### config.mk
export PLATFORM = sky130hd
export DESIGN_NAME = ramp_adc_driver
export DESIGN_NICKNAME = d
export VERILOG_FILES = /design/src/rtl/ramp_adc_driver.sv
export SDC_FILE = /design/constraint.sdc
export NUM_CORES = 1
export LEC_CHECK = 0
export CAP_MARGIN = 20
export CELL_PAD_IN_SITES_DETAIL_PLACEMENT = 1
export CELL_PAD_IN_SITES_GLOBAL_PLACEMENT = 1
export CORE_UTILIZATION = 45
export DETAILED_ROUTE_END_ITERATION = 8
export PLACE_DENSITY = 0.8
export SLEW_MARGIN = 20
export SYNTH_ARGS = -nofsm -noshare
export SYNTH_HDL_FRONTEND = slang
export SYNTH_SLANG_ARGS = --single-unit
### constraint.sdc
create_clock -name i_clk -period 2.2 [get_ports i_clk]
set_input_delay 0.44 -clock i_clk [delete_from_list [all_inputs] [get_ports i_clk]]
set_output_delay 0.44 -clock i_clk [all_outputs]
set_load 0.005 [all_outputs]
### src/rtl/ramp_adc_driver.sv
// ramp_adc_driver
//   Drive side of a single-slope ADC. A first-order sigma-delta bitstream
//   (filtered off-chip) forms the reference ramp, a discharge output dumps
//   the ramp capacitor before each ramp, and the synchronized comparator
//   result freezes the ramp code at the crossing.
//
// Ports
//   i_clk             system clock, rising edge
//   i_rst_n           asynchronous active-low reset
//   i_start           one-cycle conversion request (honoured only in IDLE)
//   i_step_div        clocks per ramp step minus 1, latched on accepted start
//   i_code_max        final ramp code, latched on accepted start
//   i_comp_in         comparator result, asynchronous to i_clk
//   o_busy            conversion in progress (DISCHARGE, RAMP, DONE)
//   o_done            one-cycle end-of-conversion pulse
//   o_captured_code   ramp code at the crossing (code_max on timeout)
//   o_captured_valid  last conversion saw a crossing
//   o_timeout         last conversion hit the top of the ramp uncrossed
//   o_dac_out         sigma-delta ramp bitstream
//   o_discharge       ramp-capacitor dump enable
//   o_dbg_state       current FSM state, for observation only
//
// Handshake: i_start is a single-cycle request sampled on a rising edge;
// it is accepted only while o_busy is low and ignored otherwise. There is
// no back-pressure on the result: o_done is a one-cycle pulse and the
// captured_* / timeout outputs hold until the next accepted start.

module ramp_adc_driver #(
    parameter int CODE_W           = 8,
    parameter int DIV_W            = 8,
    parameter int DISCHARGE_CYCLES = 64
) (
    input  logic              i_clk,
    input  logic              i_rst_n,
    input  logic              i_start,
    input  logic [DIV_W-1:0]  i_step_div,
    input  logic [CODE_W-1:0] i_code_max,
    input  logic              i_comp_in,
    output logic              o_busy,
    output logic              o_done,
    output logic [CODE_W-1:0] o_captured_code,
    output logic              o_captured_valid,
    output logic              o_timeout,
    output logic              o_dac_out,
    output logic              o_discharge,
    output logic [1:0]        o_dbg_state
);

    localparam int DIS_W = $clog2(DISCHARGE_CYCLES + 1);
    localparam logic [DIS_W-1:0] DIS_LAST = DIS_W'(DISCHARGE_CYCLES - 1);

    localparam logic [1:0] S_IDLE      = 2'd0;
    localparam logic [1:0] S_DISCHARGE = 2'd1;
    localparam logic [1:0] S_RAMP      = 2'd2;
    localparam logic [1:0] S_DONE      = 2'd3;

    logic [1:0]        r_state;
    logic [DIS_W-1:0]  r_dis_cnt;
    logic [DIV_W-1:0]  r_step_cnt;
    logic [DIV_W-1:0]  r_step_div;
    logic [CODE_W-1:0] r_code_max;
    logic [CODE_W-1:0] r_code;
    logic [CODE_W:0]   r_acc;
    logic [CODE_W-1:0] r_captured_code;
    logic              r_captured_valid;
    logic              r_timeout;
    logic              r_comp_meta;
    logic              r_comp_s;

    logic              w_in_ramp;
    logic              w_step_end;

    assign w_in_ramp  = (r_state == S_RAMP);
    assign w_step_end = (r_step_cnt == r_step_div);

    // Two-flop synchronizer for the asynchronous comparator; free-running.
    always_ff @(posedge i_clk or negedge i_rst_n) begin
        if (!i_rst_n) begin
            r_comp_meta <= 1'b0;
            r_comp_s    <= 1'b0;
        end else begin
            r_comp_meta <= i_comp_in;
            r_comp_s    <= r_comp_meta;
        end
    end

    always_ff @(posedge i_clk or negedge i_rst_n) begin
        if (!i_rst_n) begin
            r_state          <= S_IDLE;
            r_dis_cnt        <= '0;
            r_step_cnt       <= '0;
            r_step_div       <= '0;
            r_code_max       <= '0;
            r_code           <= '0;
            r_captured_code  <= '0;
            r_captured_valid <= 1'b0;
            r_timeout        <= 1'b0;
        end else begin
            case (r_state)
                S_IDLE: begin
                    if (i_start) begin
                        r_step_div       <= i_step_div;
                        r_code_max       <= i_code_max;
                        r_captured_valid <= 1'b0;
                        r_timeout        <= 1'b0;
                        r_dis_cnt        <= '0;
                        r_state          <= S_DISCHARGE;
                    end
                end
                S_DISCHARGE: begin
                    r_code     <= '0;
                    r_step_cnt <= '0;
                    if (r_dis_cnt == DIS_LAST) begin
                        r_state <= S_RAMP;
                    end else begin
                        r_dis_cnt <= r_dis_cnt + 1'b1;
                    end
                end
                S_RAMP: begin
                    // Crossing is tested first so it wins over top-of-ramp
                    // when both happen in the same cycle.
                    if (r_comp_s) begin
                        r_captured_code  <= r_code;
                        r_captured_valid <= 1'b1;
                        r_state          <= S_DONE;
                    end else if (w_step_end) begin
                        r_step_cnt <= '0;
                        // The top code is held for one full step before
                        // timing out, so code never passes code_max.
                        if (r_code == r_code_max) begin
                            r_captured_code <= r_code_max;
                            r_timeout       <= 1'b1;
                            r_state         <= S_DONE;
                        end else begin
                            r_code <= r_code + 1'b1;
                        end
                    end else begin
                        r_step_cnt <= r_step_cnt + 1'b1;
                    end
                end
                S_DONE: begin
                    r_code  <= '0;
                    r_state <= S_IDLE;
                end
                default: r_state <= S_IDLE;
            endcase
        end
    end

    // First-order sigma-delta: the carry out of the low CODE_W bits is the
    // bitstream. Clearing during discharge gives every ramp the same residue.
    always_ff @(posedge i_clk or negedge i_rst_n) begin
        if (!i_rst_n) begin
            r_acc <= '0;
        end else if (r_state == S_DISCHARGE) begin
            r_acc <= '0;
        end else begin
            r_acc <= {1'b0, r_acc[CODE_W-1:0]} + {1'b0, r_code};
        end
    end

    assign o_busy           = (r_state != S_IDLE);
    assign o_done           = (r_state == S_DONE);
    assign o_discharge      = (r_state == S_DISCHARGE);
    assign o_dac_out        = w_in_ramp & r_acc[CODE_W];
    assign o_captured_code  = r_captured_code;
    assign o_captured_valid = r_captured_valid;
    assign o_timeout        = r_timeout;
    assign o_dbg_state      = r_state;

endmodule

== Word level (Yosys, flattened, before mapping) ==
Index checks and enable logic that the tools add are counted.

* Bits of input ports: 20
* Register bits: 62

* Reductions and logical operators: 17
* Equal/unequal tests: 16
* $add $sub $neg: 4
* Bitwise gates (word level): 1
* Mux-type cells: 27

{| class="wikitable"
|+ Operators by type and width
! operator !! number
|-
| 8-bit 2-to-1 mux || 8
|-
| 8-bit one-hot mux with 2 select lines || 2
|-
| 8-bit by 1-bit adder with 8-bit output, second input constant || 2
|-
| 8-bit == test || 2
|-
| 7-bit 2-to-1 mux || 2
|-
| 7-bit one-hot mux with 2 select lines || 1
|-
| 2-bit nonzero test || 7
|-
| 2-bit 2-to-1 mux || 5
|-
| 2-bit != test, second input constant || 5
|-
| 8-bit by 8-bit adder with 9-bit output || 1
|-
| 9-bit 2-to-1 mux || 1
|-
| 3-bit AND reduction || 3
|-
| 2-bit one-hot mux with 4 select lines || 1
|-
| 4-bit AND reduction || 2
|-
| 7-bit by 1-bit adder with 7-bit output, second input constant || 1
|-
| 7-bit by 6-bit == test with 1-bit output, second input constant || 1
|-
| 2-bit by 1-bit != test with 1-bit output, second input constant || 3
|-
| 3-bit by 2-bit != test with 1-bit output, second input constant || 2
|-
| 1-bit 2-to-1 mux || 5
|-
| 5-bit AND reduction || 1
|-
| 2-bit == test, second input constant || 2
|-
| 1-bit one-hot mux with 2 select lines || 2
|-
| 2-bit AND reduction || 2
|-
| 2-bit by 1-bit == test with 1-bit output, second input constant || 1
|-
| 3 further kinds || 3
|}

== Depth between registers and ports, before layout ==
Gate-level depths: netlist of run 1.

* Word-level depth: 5
* Gate-level depth with buffers: 9
* Gate-level depth less buffers: 7

== Worst setup path after synthesis of run 1 ==
No wires, ideal clock.

* Kind: reg-to-reg
* Start: register r_code[0]
* End: register r_acc[8]
* Clock period less this slack: 1972 ps
* Cell stages (with the launch flop): 8
* Setup slack: 228 ps
* Data required time: 2064 ps
* Path buffers: 0
* Data arrival time: 1836 ps
* Path through: dfrtp_1 ha_1 fa_1 a21o_1 a21oi_1 o21ai_0 a211oi_1 nor3_1

* Longest elaborated chain between the ends: 2

{| class="wikitable"
|+ Ends and longest elaborated chain
! what !! line !! source
|-
| from (decl) || 62 || <nowiki>logic [CODE_W-1:0] r_code;</nowiki>
|-
| from (signal assigned) || 135 || <nowiki>r_code <= r_code + 1'b1;</nowiki>
|-
| 8-bit by 8-bit adder with 9-bit output || 158 || <nowiki>r_acc <= {1'b0, r_acc[CODE_W-1:0]} + {1'b0, r_code};</nowiki>
|-
| 9-bit 2-to-1 mux || 155 || <nowiki>end else if (r_state == S_DISCHARGE) begin</nowiki>
|-
| to (signal assigned) || 158 ||
|-
| to (decl) || 63 || <nowiki>logic [CODE_W:0] r_acc;</nowiki>
|}

Every way passes these cells.
A chain may end at the register's enable or synchronous reset.

== Final worst setup path of run 1 ==
* Start: register r_state[1] (netlist: o_dbg_state[1])
* End: output o_busy

* Longest elaborated chain between the ends: 1

{| class="wikitable"
|+ Ends and longest elaborated chain
! what !! line !! source
|-
| from (decl) || 57 || <nowiki>logic [1:0] r_state;</nowiki>
|-
| from (signal assigned) || 89 || <nowiki>r_state <= S_IDLE;</nowiki>
|-
| from (signal assigned) || 107 || <nowiki>r_state <= S_DISCHARGE;</nowiki>
|-
| from (signal assigned) || 114 || <nowiki>r_state <= S_RAMP;</nowiki>
|-
| 2-bit nonzero test || 162 || <nowiki>assign o_busy = (r_state != S_IDLE);</nowiki>
|-
| to (decl) || 39 || <nowiki>output logic o_busy,</nowiki>
|}

Every way passes these cells.

==> results of run 1 <==
[cell families after synthesis]
kind of cell / share of synthesized area
xor+xnor: 0.0677
mux: 0.0612
flops: 0.444
simple gates: 0.194
fa+ha+maj: 0.0630
buf+inv: 0.0308
compound gates: 0.139
[worst max-delay path by stage]
stage,startpoint,to,slack [ns],depth (start not counted)
floorplan,r_code[0],r_acc[8],0.23,7
global placement,r_code[0],r_acc[8],0.14,7
detailed placement,r_code[0],r_acc[8],-0.05,7
CTS,r_code[0],r_acc[8],0.001,7
global route,r_code[1],o_captured_code[6],0.01,6
finish,o_dbg_state[1],o_busy,0.11,4
[state kept, by name, summed over array words and instances, names as in the netlist]
| signal | count |
|---|---|
| r_acc | 9 |
| o_captured_code | 8 |
| r_code | 8 |
| r_code_max | 8 |
| r_step_cnt | 8 |
| r_step_div | 8 |
| r_dis_cnt | 7 |
| o_dbg_state | 2 |
| o_captured_valid | 1 |
| o_timeout | 1 |
| r_comp_meta | 1 |
| r_comp_s | 1 |
[cell usage after synthesis, types with 2 or more instances]
| cell type | number |
|---|---|
| dfrtp_1 | 62 |
| nor2_1 | 28 |
| xor2_1 | 23 |
| nand2_1 | 21 |
| mux2_2 | 18 |
| ha_1 | 16 |
| nand4_1 | 14 |
| clkbuf_1 | 13 |
| a21oi_1 | 11 |
| nor2b_1 | 11 |
| o211ai_1 | 10 |
| inv_1 | 9 |
| nand2b_1 | 9 |
| nand3_1 | 9 |
| o21ai_0 | 9 |
| a222oi_1 | 8 |
| o21ai_1 | 8 |
| nor3_1 | 7 |
| and3_1 | 5 |
| a211oi_1 | 4 |
| and2_1 | 4 |
| xnor2_1 | 4 |
| a21o_1 | 2 |
| a31oi_1 | 2 |
| buf_2 | 2 |
| buf_4 | 2 |
| nand3b_1 | 2 |
| nor3b_1 | 2 |
| nor4_2 | 2 |
| nor4_4 | 2 |
| o22ai_1 | 2 |
[cell type report]
cell class              count  area [sq um]
clock buffers               9           124
clock inverters             7          73.8
fillers                   820          3020
inverters                   9          33.8
multi-input cells         253          1880
flip-flops and latches     62          1550
well taps                  99           124
repair buffers             60           561
[worst max-delay path, stage by stage (launching register included)]
cell	delay (ns)
dfrtp_1	0.43
inv_2	0.09
ha_2	0.21
inv_1	0.08
clkdlybuf4s50_1	0.50
[metrics by stage]
stage,TNS (ns),instances
final,0,499
after global routing,0,499
after CTS,0,498
after detailed placement,-0.0501,480
after global placement,0,480
after floorplan,0,341
[repair_timing]
| action | in CTS | in global routing |
|---|---|---|
| gates cloned | 0 | 0 |
| setup buffers | 2 | 1 |
| setup endpoints to repair | 5 | 17 |
| pin swaps | 0 | 2 |
| gates resized for setup | 4 | 10 |
[routing by layer]
metal	vias to the layer above	part of all wire	GRT usage
met3	26	0.034	0.0541
met2	64	0.52	0.433
met4	0	0.030	0.122
met5	-	0	0
met1	1511	0.42	0.303
li1	1345	-	-
[report_power, final]
group	switching [uW]	internal (uW)	leakage, uW
sequential	326	1470	0.000788
combinational	1120	1060	0.00101
clock	496	524	0.0000879
==> metrics, run 1 <==
outcome completed; ANT cells 0; Row Count 31; I/O Pins 36; Initial DRC Count between 150 and 200; Startpoint Class flip-flop; dominant cells by area after synthesis dfrtp_1 44%, mux2_2 5.8%, xor2_1 5.8%, ha_1 5.7%, nor2_1 3.0%; post-layout power around 5000 uW; Hold WC Path Type input pin to asynchronous set/reset pin; hold slack 0.0250 ns; vias in the first global route 3145; Vias 2946; Slew @ Worst Pin 0.774 ns; FFs w/ async S/R, synth 1.00; Cell Area, Synth 3490 sq um; Place WS -0.0501 ns; MaxCap Viol Count 0; PwrDens between 1000 and 1500 nW/um^2; grt ovf 0; die footprint 8120 sq um; Initial DRT Pass Iterations 4; all-layer global routing usage 0.254; Synth Instances roughly 340; post-synth top area share 0.444; commonest non-fill, non-tap cell in the layout dfrtp_1; setup violators final 0; CP Data Arrival Time 1.65 ns; f_max 478 MHz; VDD IR max roughly 0.70 mV; largest net degree at the start of global routing 28; register bit count reported by yosys 62; max-slew violations 0; Initial Utilization 0.474; post-synth top area cell dfrtp_1; Final Critical Period 2.09 ns; Post-synth EDFFs 0; synth warn 0; commonest cells after routing, fill and taps aside 60 x dfrtp_1, 33 x clkdlybuf4s50_1, 28 x nor2_1; Die Y 90.1 um; CP Max Fanout 5; Static Leak 0.00189 uW; HPWL after DPL 6.54 mm; Reg2Reg Capture Point r_acc[8]; Worst Skew 0.00457 ns; Most used DFF post-synth dfrtp_1; Area growth syn-to-layout 24.5%; H-tree depth 3; library cells used by synthesis 51; Post-DRT Antenna Nets 0; fin nets 432; sequential-to-total area share from yosys stat 0.444; routed length per instance approximately 19 um; DRC violations left 0; drt total wl around 9.6 mm; unrepaired setup endpoints after global routing no; number of buffers created by CTS 9; Post-CTS Hold Buffers 0; Max-slew headroom 0.482; root buf cell clkbuf_8; CTS tree built; Final period util 0.952; initial antenna violation count 0; CTS clock-pin slew for the worst setup and hold paths around 0.08 ns; DR vias/cell 5.90; routability congestion estimate 0.827; CP endpoint kind primary output; Final Cell Area 4350 sq um; Worst Path Required around 1.8 ns; Final Hold Fails 0; RR Startpoint r_code[0]; clock latency on the worst-skew pair 0.35 ns; FF-to-FF setup slack about 0.11 ns; critical path type flip-flop to primary output; clock sinks 62; Net Count, Synth 378; Die Width 90.1 um; share of layout cells above drive strength 1 0.188; DP Area 4080 sq um; syn_area_per_cell between 10 and 15 sq um; CTS Buffer Depth 2; Layout Utilization 0.590; core area 7370 sq um; Final Worst Setup Slack 0.107 ns; R2R cell count 7; first-pass GRT wire length 16.0 mm; Port Buffers 35
Note: power is estimated with default switching activity, not from simulation.
==> run 2, diff against run 1 <==
Settings changed: CAP_MARGIN 20 to not set, CTS_CLUSTER_SIZE set to 40, GPL_TIMING_DRIVEN set to 0.
==> run 2 against run 1 <==
Global-route usage decreased by 0.66 points. Flip-flop and latch count unchanged. First-iteration DRC count increased by 22%. Clock-buffer cell count unchanged. Sequential power about the same.
==> metrics, run 2 (synthesis results as in run 1) <==
Reg2Reg Capture Point r_acc[7] (was r_acc[8]); DRC violations left 0 (unchanged); commonest cells after routing, fill and taps aside 57 x dfrtp_1, 33 x clkdlybuf4s50_1, 28 x nor2_1 (was 60 x dfrtp_1, 33 x clkdlybuf4s50_1, 28 x nor2_1); CTS clock-pin slew for the worst setup and hold paths 0.07 ns (was 0.08 ns); Layout Cells excl Fill 500 (was 499); H-tree depth 3 (unchanged); Top reg by flops r_acc (unchanged); Final Cell Area 4330 sq um (was 4350 sq um); part of the power in registers 0.360 (about the same); CP Data Arrival Time 2.36 ns (was 1.65 ns); hold path start r_comp_meta; R2R cell count 6 (was 7); Min-Delay Path Depth 0; core area 7370 sq um (unchanged); Comb pwr share 0.440 (was 0.436); CTS Buffer Depth 2 (unchanged); clock sinks 62 (unchanged); die footprint 8120 sq um (unchanged); register area 1560 sq um (was 1550 sq um); Largest register FFs 9 (unchanged); critical path type flip-flop to flip-flop (was flip-flop to primary output); Die Y 90.1 um (unchanged); Worst Skew 0.00405 ns (was 0.00457 ns); f_max 471 MHz (was 478 MHz); share of layout cells above drive strength 1 0.177 (was 0.188); RR Startpoint r_code[1] (was r_code[0]); root buf cell clkbuf_8 (unchanged); clock group share of total power 0.200 (was 0.204); P_int 3040 uW (was 3050 uW); Layout Utilization 0.588 (was 0.590); Hold WC Path Type flip-flop to flip-flop (was input pin to asynchronous set/reset pin); outcome completed (unchanged); Startpoint Class flip-flop (unchanged); commonest non-fill, non-tap cell in the layout dfrtp_1 (unchanged); first-pass GRT wire length 15.7 mm (was 16.0 mm); all-layer global routing usage 0.247 (was 0.254); Max-slew headroom 0.562 (was 0.482); fill count 838 (was 820); setup violators final 0 (unchanged); Port Buffers 35 (unchanged); largest net degree at the start of global routing 45 (was 28); Row Count 31 (unchanged); CTS tree built (unchanged); grt ovf 0 (unchanged); clock latency on the worst-skew pair 0.35 ns (about the same); CP endpoint kind flip-flop (was primary output); Place WS -0.352 ns (was -0.0501 ns); Initial DRT Pass Iterations 4 (unchanged); initial antenna violation count 0 (unchanged); vias in the first global route 3084 (was 3145); max-slew violations 0 (unchanged); area of the multi-input gates 1880 sq um (about the same); Vias 2880 (was 2946); fin nets 433 (was 432); dpl cells 476 (was 480); unrepaired setup endpoints after global routing no (unchanged); Final period util 0.964 (was 0.952); Die Width 90.1 um (unchanged); Initial DRC Count 184 (was 151); number of buffers created by CTS 9 (unchanged); Slew @ Worst Pin 0.657 ns (was 0.774 ns); routed length per instance 19.1 um (about the same); I/O Pins 36 (unchanged); Initial Utilization 0.474 (unchanged); Area growth syn-to-layout 24.1% (was 24.5%); DR vias/cell 5.76 (was 5.90); DP Area 3990 sq um (was 4080 sq um); Worst Path Required 2.44 ns (was 1.76 ns); Final Worst Setup Slack 0.0788 ns (was 0.107 ns); CP Max Fanout 5 (unchanged); VDD IR max 0.738 mV (was 0.700 mV); MaxCap Viol Count 0 (unchanged); FF-to-FF setup slack 0.08 ns (was 0.11 ns); Final Hold Fails 0 (unchanged); routability congestion estimate 0.821 (was 0.827); WHS Endpoint r_comp_s; PwrDens 1150 nW/um^2 (about the same); drt total wl 9.57 mm (was 9.55 mm); Static Leak 0.00186 uW (was 0.00189 uW); Sw Ratio 0.390 (was 0.389); ANT cells 0 (unchanged); Final Critical Period 2.12 ns (was 2.09 ns); HPWL after DPL 6.51 mm (was 6.54 mm); Post-DRT Antenna Nets 0 (unchanged); Psw 1940 uW (about the same)
run 2: cell count changes in the layout (fill, tap and decap cells not counted), moves of 2 or more:
cell and delta:
a21oi_2 +3, dfrtp_1 -3, clkbuf_2 +2, dfrtp_2 +3, buf_4 -13, a21oi_1 -2, clkinv_2 +3, clkinvlp_4 -2
clkbuf_1 +9
run 2: per-stage QoR:
step / TNS [ns] / total power [uW] / hold WS (ns)
after floorplan: 0 / 2990 / 0.144
after global placement: -92.84 / 3650 / 0.336
after detailed placement: -2.91 / 3770 / 0.344
after CTS: 0 / 4900 / 0.367
after global routing: 0 / 5290 / 0.369
final: 0 / 4980 / 0.366
run 2: critical path: stages (launching register included):
cell	delay (ns)
dfrtp_2	0.44
ha_1	0.30
a21o_1	0.18
a21oi_2	0.19
o21ai_1	0.12
o41ai_2	0.41
mux2_2	0.38
run 2: area by class of cell:
cell class / count / area share
Clock buffer: 9 / 0.0286
Tap cell: 99 / 0.0286
Sequential cell: 62 / 0.359
Multi-Input combinational cell: 253 / 0.434
Inverter: 9 / 0.00779
Buffer: 16 / 0.0217
Clock inverter: 7 / 0.0150
Timing Repair Buffer: 45 / 0.105
run 2: timing repair:
action | in CTS | in global routing
pin swaps | 0 | 2
cloned | 0 | 0
resized for setup | 15 | 10
endpoints found under the hold margin | 18 | 0
setup buffers | 2 | 6
setup endpoints to repair | 23 | 18
hold buffers | 1 | 0
run 2: how the worst max path moves through the flow:
| stage | start | cells past startpoint | endpoint |
|---|---|---|---|
| floorplan | r_code[0] | 7 | r_acc[8] |
| global placement | i_rst_n | 1 | r_step_div[0] |
| detailed placement | o_dbg_state[0] | 6 | o_dac_out |
| CTS | o_dbg_state[1] | 3 | o_discharge |
| global route | r_code[1] | 6 | r_acc[7] |
| finish | r_code[1] | 6 | r_acc[7] |
run 2: power by group through the flow:
| stage | sequential [uW] | clock [uW] | combinational, uW |
|---|---|---|---|
| after floorplan | 1730 | 0 | 1260 |
| after global placement | 1800 | 0 | 1850 |
| after detailed placement | 1830 | 0 | 1940 |
| after CTS | 1810 | 1020 | 2070 |
| after global routing | 1840 | 1060 | 2390 |
| final | 1790 | 994 | 2190 |
run 2: routing by layer:
metal	wire, um	GRT usage	share of wire	vias to the layer above
li1	-	-	-	1352
met1	4180	0.306	0.44	1471
met2	4960	0.429	0.52	42
met3	246	0.0448	0.026	15
met4	184	0.0901	0.019	0
met5	0	0	0	-
